## config.mk

```make
export PLATFORM = sky130hd
export DESIGN_NAME = match_resolver
export DESIGN_NICKNAME = d
export VERILOG_FILES = /design/src/rtl/cam_pkg.sv /design/src/rtl/lowest_set_encoder.sv /design/src/rtl/match_resolver.sv
export SDC_FILE = /design/constraint.sdc
export NUM_CORES = 1
export LEC_CHECK = 0
export BUFFER_PORTS_ARGS = -buffer_cell sky130_fd_sc_hd__buf_2
export CAP_MARGIN = 20
export CORE_AREA = 10 10 172 174
export DETAILED_ROUTE_END_ITERATION = 8
export DIE_AREA = 0 0 182 184
export PLACE_DENSITY = 0.73
export SYNTH_ARGS = -nofsm -noshare
export SYNTH_HDL_FRONTEND = slang
export SYNTH_SLANG_ARGS = --single-unit
export TNS_END_PERCENT = 5
```

## constraint.sdc

```tcl
create_clock -name clk -period 7.4 [get_ports clk]
set_input_delay 0 -clock clk [delete_from_list [all_inputs] [get_ports clk]]
set_output_delay 0 -clock clk [all_outputs]
set_load 0.02 [all_outputs]
```

## src/rtl/cam_pkg.sv

```systemverilog
// cam_pkg: shared CAM constants and resolver state encoding
package cam_pkg;
  localparam int CAM_WORDS = 100;
  localparam int CAM_BITS = 32;
  localparam int CAM_IDX_W = 7;
  typedef enum logic [2:0] {IDLE, SETTLE_WAIT, PICK, PRESENT, DONE} resolver_state_t;
endpackage

```

## src/rtl/lowest_set_encoder.sv

```systemverilog
// lowest_set_encoder: index of the lowest set bit of a vector plus a found flag
module lowest_set_encoder
  import cam_pkg::*;
#(
  parameter int WORDS = CAM_WORDS,
  parameter int IDX_W = CAM_IDX_W
) (
  input  logic [WORDS-1:0] vec,
  output logic [IDX_W-1:0] idx,
  output logic             found
);
  // scan high to low so the lowest set bit is the last one written
  always_comb begin
    idx = '0;
    found = 1'b0;
    for (int i = WORDS - 1; i >= 0; i--)
      if (vec[i]) begin
        idx = IDX_W'(i);
        found = 1'b1;
      end
  end
endmodule

```

## src/rtl/match_resolver.sv

```systemverilog
// match_resolver: tags responding CAM words and presents them lowest-index-first
module match_resolver
  import cam_pkg::*;
#(
  parameter int WORDS = CAM_WORDS,
  parameter int IDX_W = CAM_IDX_W,
  parameter int SETTLE = 2
) (
  input  logic             clk,
  input  logic             rst,
  input  logic [WORDS-1:0] mismatch_in,
  input  logic [WORDS-1:0] word_valid,
  input  logic             start,
  input  logic             next,
  output logic             busy,
  output logic             hit_valid,
  output logic [IDX_W-1:0] hit_idx,
  output logic [IDX_W:0]   hit_count,
  output logic             any_hit,
  output logic             done
);
  localparam logic [3:0] SETTLE_LD = 4'(SETTLE - 1);
  resolver_state_t state, state_n;
  logic [3:0] cnt;
  logic [WORDS-1:0] tag;
  logic [WORDS-1:0] resp;
  logic [IDX_W-1:0] enc_idx;
  logic enc_found;
  assign resp = word_valid & ~mismatch_in;
  lowest_set_encoder #(.WORDS(WORDS), .IDX_W(IDX_W)) u_enc (
    .vec(tag),
    .idx(enc_idx),
    .found(enc_found)
  );
  // state register
  always_ff @(posedge clk)
    state <= rst ? IDLE : state_n;
  // next state; start restarts resolution from any state
  always_comb begin
    state_n = state;
    if (start) state_n = SETTLE_WAIT;
    else
      unique case (state)
        IDLE:        state_n = IDLE;
        SETTLE_WAIT: state_n = cnt == 4'd0 ? PICK : SETTLE_WAIT;
        PICK:        state_n = enc_found ? PRESENT : DONE;
        PRESENT:     state_n = next ? PICK : PRESENT;
        DONE:        state_n = IDLE;
        default:     state_n = IDLE;
      endcase
  end
  // state-decoded outputs
  always_comb begin
    busy = state != IDLE;
    hit_valid = state == PRESENT;
    done = state == DONE;
  end
  // settle counter, tag register and responder bookkeeping
  always_ff @(posedge clk) begin
    if (rst) begin
      cnt <= '0;
      tag <= '0;
      hit_idx <= '0;
      hit_count <= '0;
      any_hit <= 1'b0;
    end else if (start) begin
      cnt <= SETTLE_LD;
      tag <= '0;
      any_hit <= 1'b0;
    end else if (state == SETTLE_WAIT) begin
      if (cnt != 4'd0) cnt <= cnt - 4'd1;
      else begin
        tag <= resp;
        hit_count <= (IDX_W+1)'($countones(resp));
        any_hit <= |resp;
      end
    end else if (state == PICK) begin
      if (enc_found) hit_idx <= enc_idx;
      else hit_count <= '0;
    end else if (state == PRESENT && next) begin
      tag[hit_idx] <= 1'b0;
      hit_count <= hit_count - 1'b1;
    end
  end
endmodule
```

---- Word-level counts from Yosys, hierarchy flattened ----
Cells that the tools add are included.
storage, ports and cells
  bits in registers ....................... 123
  bits of input ports ..................... 204
  output and inout port bits .............. 19
  word-level logic and storage cells ...... 361
cells by class
  add/sub/neg operators ................... 101
  order comparisons ....................... 2
  eq/ne operators ......................... 7
  multiplexer cells ....................... 219
  bitwise logic cells ..................... 7
  reductions and logical operators ........ 17
operator list
  cell                                                                          count
  7-bit two-way mux                                                             100
  100-bit two-way mux                                                           4
  100-bit AND                                                                   2
  100-bit NOT                                                                   2
  1-bit two-way mux                                                             106
  1-bit by 1-bit adder with 2-bit output                                        50
  100-bit OR reduction                                                          1
  2-bit by 2-bit adder with 3-bit output                                        25
  3-bit by 3-bit adder with 4-bit output                                        12
  8-bit two-way mux                                                             5
  4-bit by 4-bit adder with 5-bit output                                        6
  5-bit by 5-bit adder with 6-bit output                                        3
  3-bit one-hot mux with 3 select lines                                         1
  7-bit by 7-bit adder with 8-bit output                                        1
  7-bit by 8-bit less-than comparator with 1-bit output, second input constant  1
  4-bit AND reduction                                                           2
  8-bit by 1-bit subtractor with 8-bit output, second input constant            1
  6-bit by 3-bit adder with 7-bit output                                        1
  6-bit by 6-bit adder with 7-bit output                                        1
  1-bit demux with 7-bit select                                                 1
  7-bit by 1-bit >= comparator with 1-bit output, second input constant         1
  3-bit by 2-bit equality test with 1-bit output, second input constant         2
  2-bit AND reduction                                                           3
  2-bit nonzero test                                                            3
  14 further kinds                                                              19

---- Depth between registers and ports, before layout ----
Gate-level depths: netlist of the first run.
  word-level depth ........................ 103
  mapped depth ............................ 28
  gate-level depth less buffers ........... 28

---- Cells and area by module ----
From an unflattened synthesis of the first run, not the netlist that was laid out.
unflattened totals
  cells, all modules ...................... 1345
  area total of the unflattened synthesis .. 10426.2 µm²
modules (own cells, without submodules)
  module              instances  cells an instance  area an instance (µm²)  seq. area each (µm²)
  match_resolver      1          1109               9062.4                  2462.4
  lowest_set_encoder  1          236                1363.8                  0.0

---- Worst setup path before layout of the first run ----
Ideal clock, no wire load.
  kind .................................... in2reg
  start point ............................. input word_valid[93]
  end point ............................... register hit_count[6]
  arrival ................................. 6.497 ns
  required time ........................... 7.268 ns
  setup slack ............................. 0.770 ns
  cell stages on the path ................. 28
  path buffers ............................ 0
  cell sequence ........................... nor2b_1 > inv_1 > fa_1 > inv_1 > fa_1 > inv_1 > fa_1 > inv_1 > fa_1 > inv_1 > fa_1 > inv_1 > fa_1 > inv_1 > fa_1 > fa_1 > fa_1 > inv_1 > ha_1 > inv_1 > fa_1 > nor2b_1 > o21a_1 > o21a_1 > o21ai_0 > mux2_2 > o21ai_1 > a21oi_1
on the way
  cells in the longest elaborated chain, start to end .. 10
RTL lines
  item                                                          line                  source
  start: declaration                                            match_resolver.sv:12  input logic [WORDS-1:0] word_valid,
  100-bit AND                                                   match_resolver.sv:29  assign resp = word_valid & ~mismatch_in;
  1-bit by 1-bit adder with 2-bit output (implied by the code)  match_resolver.sv:74  hit_count <= (IDX_W+1)'($countones(resp));
  2-bit by 2-bit adder with 3-bit output (implied by the code)  match_resolver.sv:74
  3-bit by 3-bit adder with 4-bit output (implied by the code)  match_resolver.sv:74
  4-bit by 4-bit adder with 5-bit output (implied by the code)  match_resolver.sv:74
  5-bit by 5-bit adder with 6-bit output (implied by the code)  match_resolver.sv:74
  6-bit by 3-bit adder with 7-bit output (implied by the code)  match_resolver.sv:74
  7-bit by 7-bit adder with 8-bit output (implied by the code)  match_resolver.sv:74
  8-bit two-way mux                                             match_resolver.sv:71  if (cnt != 4'd0) cnt <= cnt - 4'd1;
  8-bit two-way mux                                             match_resolver.sv:70  end else if (state == SETTLE_WAIT) begin
  end signal: assignment                                        match_resolver.sv:74
  end signal: assignment                                        match_resolver.sv:82  hit_count <= hit_count - 1'b1;
  end: declaration                                              match_resolver.sv:18  output logic [IDX_W:0] hit_count,
No other way between the ends. The select of a mux whose other input is x is not followed.
A chain may end at the register's enable or synchronous reset.

---- Final worst setup path of the first run ----
  start point ............................. input mismatch_in[87]
  end point ............................... register hit_count[6]
on the way
  cells in the longest elaborated chain, start to end .. 11
RTL lines
  item                                                          line                  source
  start: declaration                                            match_resolver.sv:11  input logic [WORDS-1:0] mismatch_in,
  100-bit NOT                                                   match_resolver.sv:29
  100-bit AND                                                   match_resolver.sv:29
  1-bit by 1-bit adder with 2-bit output (implied by the code)  match_resolver.sv:74
  2-bit by 2-bit adder with 3-bit output (implied by the code)  match_resolver.sv:74
  3-bit by 3-bit adder with 4-bit output (implied by the code)  match_resolver.sv:74
  4-bit by 4-bit adder with 5-bit output (implied by the code)  match_resolver.sv:74
  5-bit by 5-bit adder with 6-bit output (implied by the code)  match_resolver.sv:74
  6-bit by 3-bit adder with 7-bit output (implied by the code)  match_resolver.sv:74
  7-bit by 7-bit adder with 8-bit output (implied by the code)  match_resolver.sv:74
  8-bit two-way mux                                             match_resolver.sv:71
  8-bit two-way mux                                             match_resolver.sv:70
No other way between the ends. The select of a mux whose other input is x is not followed.

==> impl_metrics.json, run 1 <==
{
  "drive_gt1_share_pct": 19.55,
  "clock_latency_ns": 0.44,
  "die_area_mm2": 0.03349,
  "synth_top_family_by_area": "simple AND/OR/NAND/NOR gates",
  "cts_sinks": 123,
  "wl_per_cell_um": 22.68,
  "setup_tns_ns": 0,
  "synthesis.nets": 1651,
  "period_needed_ns": 7.084,
  "layout_commonest_cell": "a21oi_1",
  "power_density_mw_per_mm2": 468.7,
  "place_congestion": 1.026,
  "synth_fa_ha_area_share_pct": 19.94,
  "async_flop_share_pct": 0,
  "drc_errors": 0,
  "hpwlAfterDp_um": 33100,
  "hp-start": "word_valid[35]",
  "power.leakage_nw": 5.647,
  "setup_viol": 0,
  "tightestPinTransition_ns": 1.086,
  "grt_pass1_wl_um": 67710,
  "drt-pass1-iter-count": 6,
  "timing.rr.start": "state[0]",
  "area_growth_pct": 30.47,
  "die_w_um": 182,
  "io_buffers": 222,
  "ys_ff_latch": 123,
  "path_clk_slew_ns": 0.06,
  "grt_setup_unrepaired": "false",
  "cp.required_ns": 7.70,
  "dr_total_vias": 11654,
  "avgSynthCellArea_um2": 7.693,
  "slew_violations": 0,
  "post-cts-setup-buffers": 0,
  "track_usage_pct": 25.88,
  "nets": 1954,
  "post-route-period-util_pct": 95.72,
  "switchingPower_mw": 2.901,
  "r2r_cells": 7,
  "synth_compound_area_share_pct": 23.11,
  "final_cell_mix": "234 x a21oi_1, 223 x buf_2, 147 x inv_1",
  "ios": 223,
  "criticalPathCategory": "input pin to flip-flop",
  "worst_setup_path_start_kind": "input pin",
  "cts-root-buf": "clkbuf_16",
  "status": "complete, but fails checks",
  "cp.arrival_ns": 7.38,
  "combPwrFrac_pct": 74.6,
  "finalHoldViolCount": 1,
  "holdPathEnd": "tag[35]",
  "worstPathMaxFanout": 3,
  "yosysSeqAreaShare_pct": 23.96,
  "core-area_mm2": 0.02591,
  "hp-class": "input pin to flip-flop",
  "ctsLongestPathBuffers": 2,
  "n_fill_cell": 2372,
  "min_path_cells": 4,
  "antenna_found_initial": 3,
  "violations": "hold timing",
  "total_power_mw": 6.284,
  "synth-simple-area-share_pct": 24.90,
  "power_frac_clock_pct": 14.0,
  "setup_slack_ns": 0.3164,
  "synthCells": 1336,
  "muxShareOfSynthArea_pct": 0.1096,
  "synth_area_mm2": 0.01028,
  "p_int_mw": 3.383,
  "die-height_um": 184,
  "gr-total-overflow": 0,
  "p_sw_share_pct": 46.17,
  "r2r_slack_ns": 3.94,
  "drt_first_iter_violations": 1506,
  "seq_power_share_pct": 11.4,
  "r2r-end": "any_hit",
  "max_slew_margin_pct": 27.02,
  "dp_worst_setup_slack_ns": 0.2912,
  "ant_nets": 0,
  "crit_path_end_kind": "flip-flop",
  "grt_max_degree": 76,
  "synthFlopType": "dfxtp_1",
  "wl_um": 45140,
  "routed_via_density": 5.856,
  "synth_cell_type_count": 63,
  "fmax_ghz": 0.1412,
  "synth_xor_area_share_pct": 0.3409,
  "hold_slack_ns": -0.001536,
  "rows": 59,
  "cts_htree_levels": 4,
  "numCtsBuffers": 17,
  "peakVddDrop_uv": 1270,
  "synth_edf_count": 0,
  "start_util_pct": 39.66,
  "cts_tree": "yes",
  "skew_ns": 0.01012,
  "yosysWarnings": 0,
  "maxCapViolCount": 0,
  "grt_pass1_vias": 11558
}
how the worst max path moves through the flow:
stage / end / slack, ns / depth (start not counted) / startpoint
after floorplan: hit_count[6] / 0.77 / 28 / word_valid[93]
after global placement: hit_count[6] / 0.35 / 24 / mismatch_in[59]
after detailed placement: hit_count[6] / 0.29 / 27 / mismatch_in[79]
after CTS: hit_count[6] / 0.17 / 26 / mismatch_in[35]
after global routing: hit_count[6] / 0.006 / 26 / mismatch_in[73]
final: hit_count[6] / 0.32 / 28 / mismatch_in[87]
critical path, cell delays in order:
cell           delay (ns)
dlygate4sd3_1        0.54
buf_2                0.12
nor2b_1              0.30
fa_1                 0.49
inv_1                0.09
fa_1                 0.45
fa_1                 0.55
inv_1                0.06
fa_1                 0.52
inv_1                0.05
fa_1                 0.47
inv_1                0.05
fa_1                 0.49
inv_1                0.05
fa_1                 0.52
fa_1                 0.46
fa_1                 0.55
inv_1                0.05
ha_1                 0.22
inv_1                0.07
fa_1                 0.19
nor2b_1              0.06
o21a_1               0.17
o21a_1               0.18
o21ai_1              0.13
mux2_2               0.34
o21ai_1              0.13
a21oi_1              0.07
cell usage after synthesis, types with 5 or more instances:
master    number  area, um2
nor4_4         5      106.4
nor4_2         9      112.6
dfxtp_1      123       2462
nand2_1      121      454.2
o211ai_1       6      45.04
o31ai_1        7      52.55
fa_1          88       1762
nor4_1        48      300.3
nor2b_1       87      544.3
inv_1        147      551.8
or4_1          9      67.56
o21ai_1        8      40.04
ha_1          23      287.8
nor2_1        68      255.2
nand4_1       11      68.82
nand2b_1      38      237.7
nor3b_1        9      67.56
nor3_1        32      160.2
o21ai_0      118      590.6
a21oi_1      234       1171
clkbuf_1      57      214.0
nand3_1        7      35.03
layout make-up:
cell class,instances,area [um2],share of cell area (%)
multi-input combinational,1004,7098,52.93
sequential,123,2462,18.36
timing repair buffer,346,2267,16.91
inverter,147,551.8,4.115
clock buffer,21,460.4,3.434
tap,335,419.2,3.126
clock inverter,11,142.6,1.064
antenna,3,7.507,0.05599
timing repair:
action	4_1_cts	5_1_grt
endpoints found under the hold margin	79	1
gates resized for setup	0	13
endpoints found under the setup margin	0	1
hold buffers	90	1
logic make-up (layout without fill, tap and decap cells):
kind of cell             count (synthesis)  after routing
AND/OR/NAND/NOR                        461            461
AO/OA/AOI/OAI                          427            427
buffers and inverters                  209            525
flip-flops                             123            123
adder cells (fa/ha/maj)                111            111
XOR/XNOR                                 4              4
multiplexers                             1              1
other                                    0              3
stage by stage:
step | area (um2) | instances | util (%)
global placement | 11840 | 1862 | 45.70
global route | 13410 | 1990 | 51.75
CTS | 13350 | 1985 | 51.52
detailed placement | 11850 | 1863 | 45.71
floorplan | 10280 | 1336 | -
finish | 13410 | 1990 | 51.75
power by group through the flow:
stage	Clock, mW	Sequential (mW)	Combinational [mW]
after CTS	0.877	0.716	4.66
after global placement	0	0.730	4.45
after detailed placement	0	0.730	4.55
after floorplan	0	0.737	3.53
final	0.880	0.718	4.69
after global routing	0.904	0.726	5.35
registers in the layout (all words and copies together) (netlist names):
register	cells
state	3
hit_count	8
tag	100
any_hit	1
hit_idx	7
cnt	4
routing by layer:
metal / up-vias / GRT usage (%) / wire [um]
li1: 5217 / - / -
met1: 5450 / 30.15 / 16000
met2: 834 / 42.93 / 21770
met3: 153 / 6.535 / 5020
met4: 0 / 13.96 / 2344
met5: - / 0 / 0
No activity file was read; power rests on OpenSTA's default activity.
==> inputs of run 2 (changes only) <==
--- a/config.mk
+++ b/config.mk
@@ -5,12 +5,14 @@
 export SDC_FILE = /design/constraint.sdc
 export NUM_CORES = 1
 export LEC_CHECK = 0
+export ABC_AREA = 1
 export BUFFER_PORTS_ARGS = -buffer_cell sky130_fd_sc_hd__buf_2
 export CAP_MARGIN = 20
-export CORE_AREA = 10 10 172 174
+export CORE_AREA = 10 10 175 177
 export DETAILED_ROUTE_END_ITERATION = 8
-export DIE_AREA = 0 0 182 184
+export DIE_AREA = 0 0 185 187
 export PLACE_DENSITY = 0.73
+export REMOVE_ABC_BUFFERS = 1
 export SYNTH_ARGS = -nofsm -noshare
 export SYNTH_HDL_FRONTEND = slang
 export SYNTH_SLANG_ARGS = --single-unit
==> run 2 against run 1 <==
Compared with the run above: the run now ends clean; non-clock buffer count up 64; area after synthesis increased by 4.4%; utilization rose by 1.7 points; cell area up 8.9%; die area rose by 3.3%; register-to-register slack worse by 2.2 ns; critical path depth rose by 2; setup slack improved by 0.061 ns; count of clock-buffer cells in the layout is 1 lower; critical path type unchanged; critical endpoint unchanged.
==> impl_metrics.json, run 2 <==
{
  "cp.arrival_ns": 7.41,
  "peakVddDrop_uv": 957.8,
  "synthCells": 1611,
  "cts_tree": "yes",
  "path_clk_slew_ns": 0.06,
  "worstPathMaxFanout": 3,
  "synth_compound_area_share_pct": 17.59,
  "cpMostUsedCell": "fa_1",
  "placed_cells": 2144,
  "hp-class": "input pin to flip-flop",
  "die_area_mm2": 0.03460,
  "grt_pass1_wl_um": 64780,
  "io_buffers": 222,
  "synthFlopType": "dfxtp_1",
  "synth_most_common_cell": "inv_1",
  "maxCapViolCount": 0,
  "die-height_um": 187,
  "area_growth_pct": 36.19,
  "post-cts-setup-buffers": 0,
  "regArea_mm2": 0.002462,
  "crit_path_end_kind": "flip-flop",
  "hpwlAfterDp_um": 29910,
  "grt_setup_unrepaired": "false",
  "regMostFlops": "tag",
  "grt_pass1_vias": 12160,
  "core-area_mm2": 0.02732,
  "synth_fa_ha_area_share_pct": 19.11,
  "status": "completed",
  "period_needed_ns": 7.022,
  "yosysSeqAreaShare_pct": 22.96,
  "cp.required_ns": 7.78,
  "synth_xor_area_share_pct": 0.3266,
  "drive_gt1_share_pct": 16.10,
  "synth_area_leaders": "dfxtp_1 23%, fa_1 16%, inv_1 12%",
  "synth_top_family_by_area": "simple AND/OR/NAND/NOR gates",
  "drt-pass1-iter-count": 6,
  "cts_sinks": 123,
  "multi_input_area_mm2": 0.006384,
  "grt_max_degree": 102,
  "synth_area_leader_cell": "dfxtp_1",
  "largest_reg_flops": 100,
  "finalHoldViolCount": 0,
  "synth_top_area_share_pct": 22.96,
  "cts-root-buf": "clkbuf_16",
  "die_w_um": 185,
  "n_fill_cell": 2562,
  "final_cell_mix": "337 x inv_1, 311 x nand2_1, 222 x buf_2",
  "gr-total-overflow": 0,
  "clock_latency_ns": 0.45,
  "max_slew_margin_pct": 31.66,
  "drc_errors": 0,
  "ios": 223,
  "track_usage_pct": 23.89,
  "synth_edf_count": 0,
  "rows": 61,
  "total_power_mw": 5.953,
  "avgSynthCellArea_um2": 6.658,
  "biggestRegsByFlops": "tag x100, hit_count x8, hit_idx x7",
  "layout_commonest_cell": "inv_1",
  "setup_tns_ns": 0,
  "drt_first_iter_violations": 1504,
  "yosysWarnings": 0,
  "nets": 2302,
  "skew_ns": 0.01211,
  "place_congestion": 0.9818,
  "cts_htree_levels": 4,
  "ctsLongestPathBuffers": 2,
  "slowest_delay_ns": 0.60,
  "antenna_found_initial": 2,
  "wl_um": 42110,
  "slew_violations": 0,
  "routed_via_density": 5.153,
  "ys_ff_latch": 123,
  "fmax_ghz": 0.1424,
  "tightestPinTransition_ns": 1.025,
  "post-route-period-util_pct": 94.90,
  "instances_no_fill": 2348,
  "cpMaxStageDelayCell": "fa_1",
  "synth_cell_type_count": 36,
  "synth_commonest_cells": "338 x inv_1, 312 x nand2_1, 208 x a21oi_1, 203 x nor2_1, 123 x dfxtp_1",
  "power.leakage_nw": 7.228,
  "hold_slack_ns": 0.0009404,
  "ant_nets": 0,
  "async_flop_share_pct": 0,
  "setup_viol": 0,
  "synth-simple-area-share_pct": 21.95,
  "criticalPathCategory": "input pin to flip-flop",
  "wl_per_cell_um": 17.93,
  "numCtsBuffers": 17,
  "synth_area_mm2": 0.01073,
  "start_util_pct": 39.26,
  "muxShareOfSynthArea_pct": 0,
  "dr_total_vias": 12100,
  "power_density_mw_per_mm2": 407.5,
  "worst_setup_path_start_kind": "input pin",
  "r2r_slack_ns": 1.74
}
==> run 2: cell count changes after synthesis, sizes merged, moves of 9 or more <==
cell,before,now
nand2b,38,0
nand3,7,21
nand2,121,312
nor4,62,20
nor2b,87,0
nor3,32,20
a21oi,234,209
nor2,68,203
bufinv,0,26
nor3b,9,0
inv,147,340
==> run 2: timing repair <==
| item | in CTS | in global routing |
|---|---|---|
| hold endpoints to repair | 102 | 0 |
| hold buffers | 168 | 0 |
| endpoints found under the setup margin | 0 | 1 |
| gates resized for setup | 0 | 12 |
==> run 2: final cells by class <==
cell class,count,area share (%)
multi-input cells,1067,43.70
repair buffers,410,20.32
flip-flops and latches,123,16.86
inverters,368,11.90
clock buffers,20,3.058
well taps,346,2.963
clock inverters,12,1.173
diodes,2,0.03426
==> run 2: layer usage <==
metal  share of wire (%)  track usage (%)  up-vias
met1                  38            28.02     5555
met3                  10            6.352      152
li1                    -                -     5721
met4                 5.2            11.51        0
met5                   0                0        -
met2                  47            39.41      672
==> run 2: per-stage QoR <==
| step | utilization [%] | area (um2) | setup slack, ns |
|---|---|---|---|
| finish | 53.47 | 14610 | 0.3776 |
| floorplan | - | 10530 | 0.9714 |
| global route | 53.47 | 14610 | 0.01121 |
| global placement | 44.77 | 12230 | 0.5233 |
| CTS | 53.18 | 14530 | 0.2867 |
| detailed placement | 44.77 | 12230 | 0.3993 |
==> run 2: worst max-delay path: cells and delay by family <==
family          cells  cell delay (ns)
fa+ha+maj          11             5.12
buf+inv             8             1.05
simple gates        6             0.75
compound gates      5             0.49
==> run 2: power breakdown <==
| group | internal [mW] | switching, mW | leakage, nW |
|---|---|---|---|
| logic | 1.83 | 2.52 | 5.94 |
| clock network | 0.569 | 0.337 | 0.296 |
| registers | 0.679 | 0.0147 | 0.994 |
==> run 2: worst paths after layout <==
path | from | end | cells after the start
hold / removal | word_valid[88] | tag[88] | 5
setup reg to reg | tag[98] | hit_idx[0] | 101
setup / recovery | mismatch_in[31] | hit_count[6] | 30
hold reg to reg | cnt[0] | cnt[0] | 2
==> run 2: cells by family (layout without fill, tap and decap cells) <==
kind of cell / count (synthesis) / in the layout
DFF: 123 / 123
and+or+nand+nor: 590 / 590
adders and majority gates: 111 / 111
other: 0 / 2
xor gates and xnor gates: 4 / 4
buffers and inverters: 421 / 810
AOI/OAI and AO/OA: 362 / 362
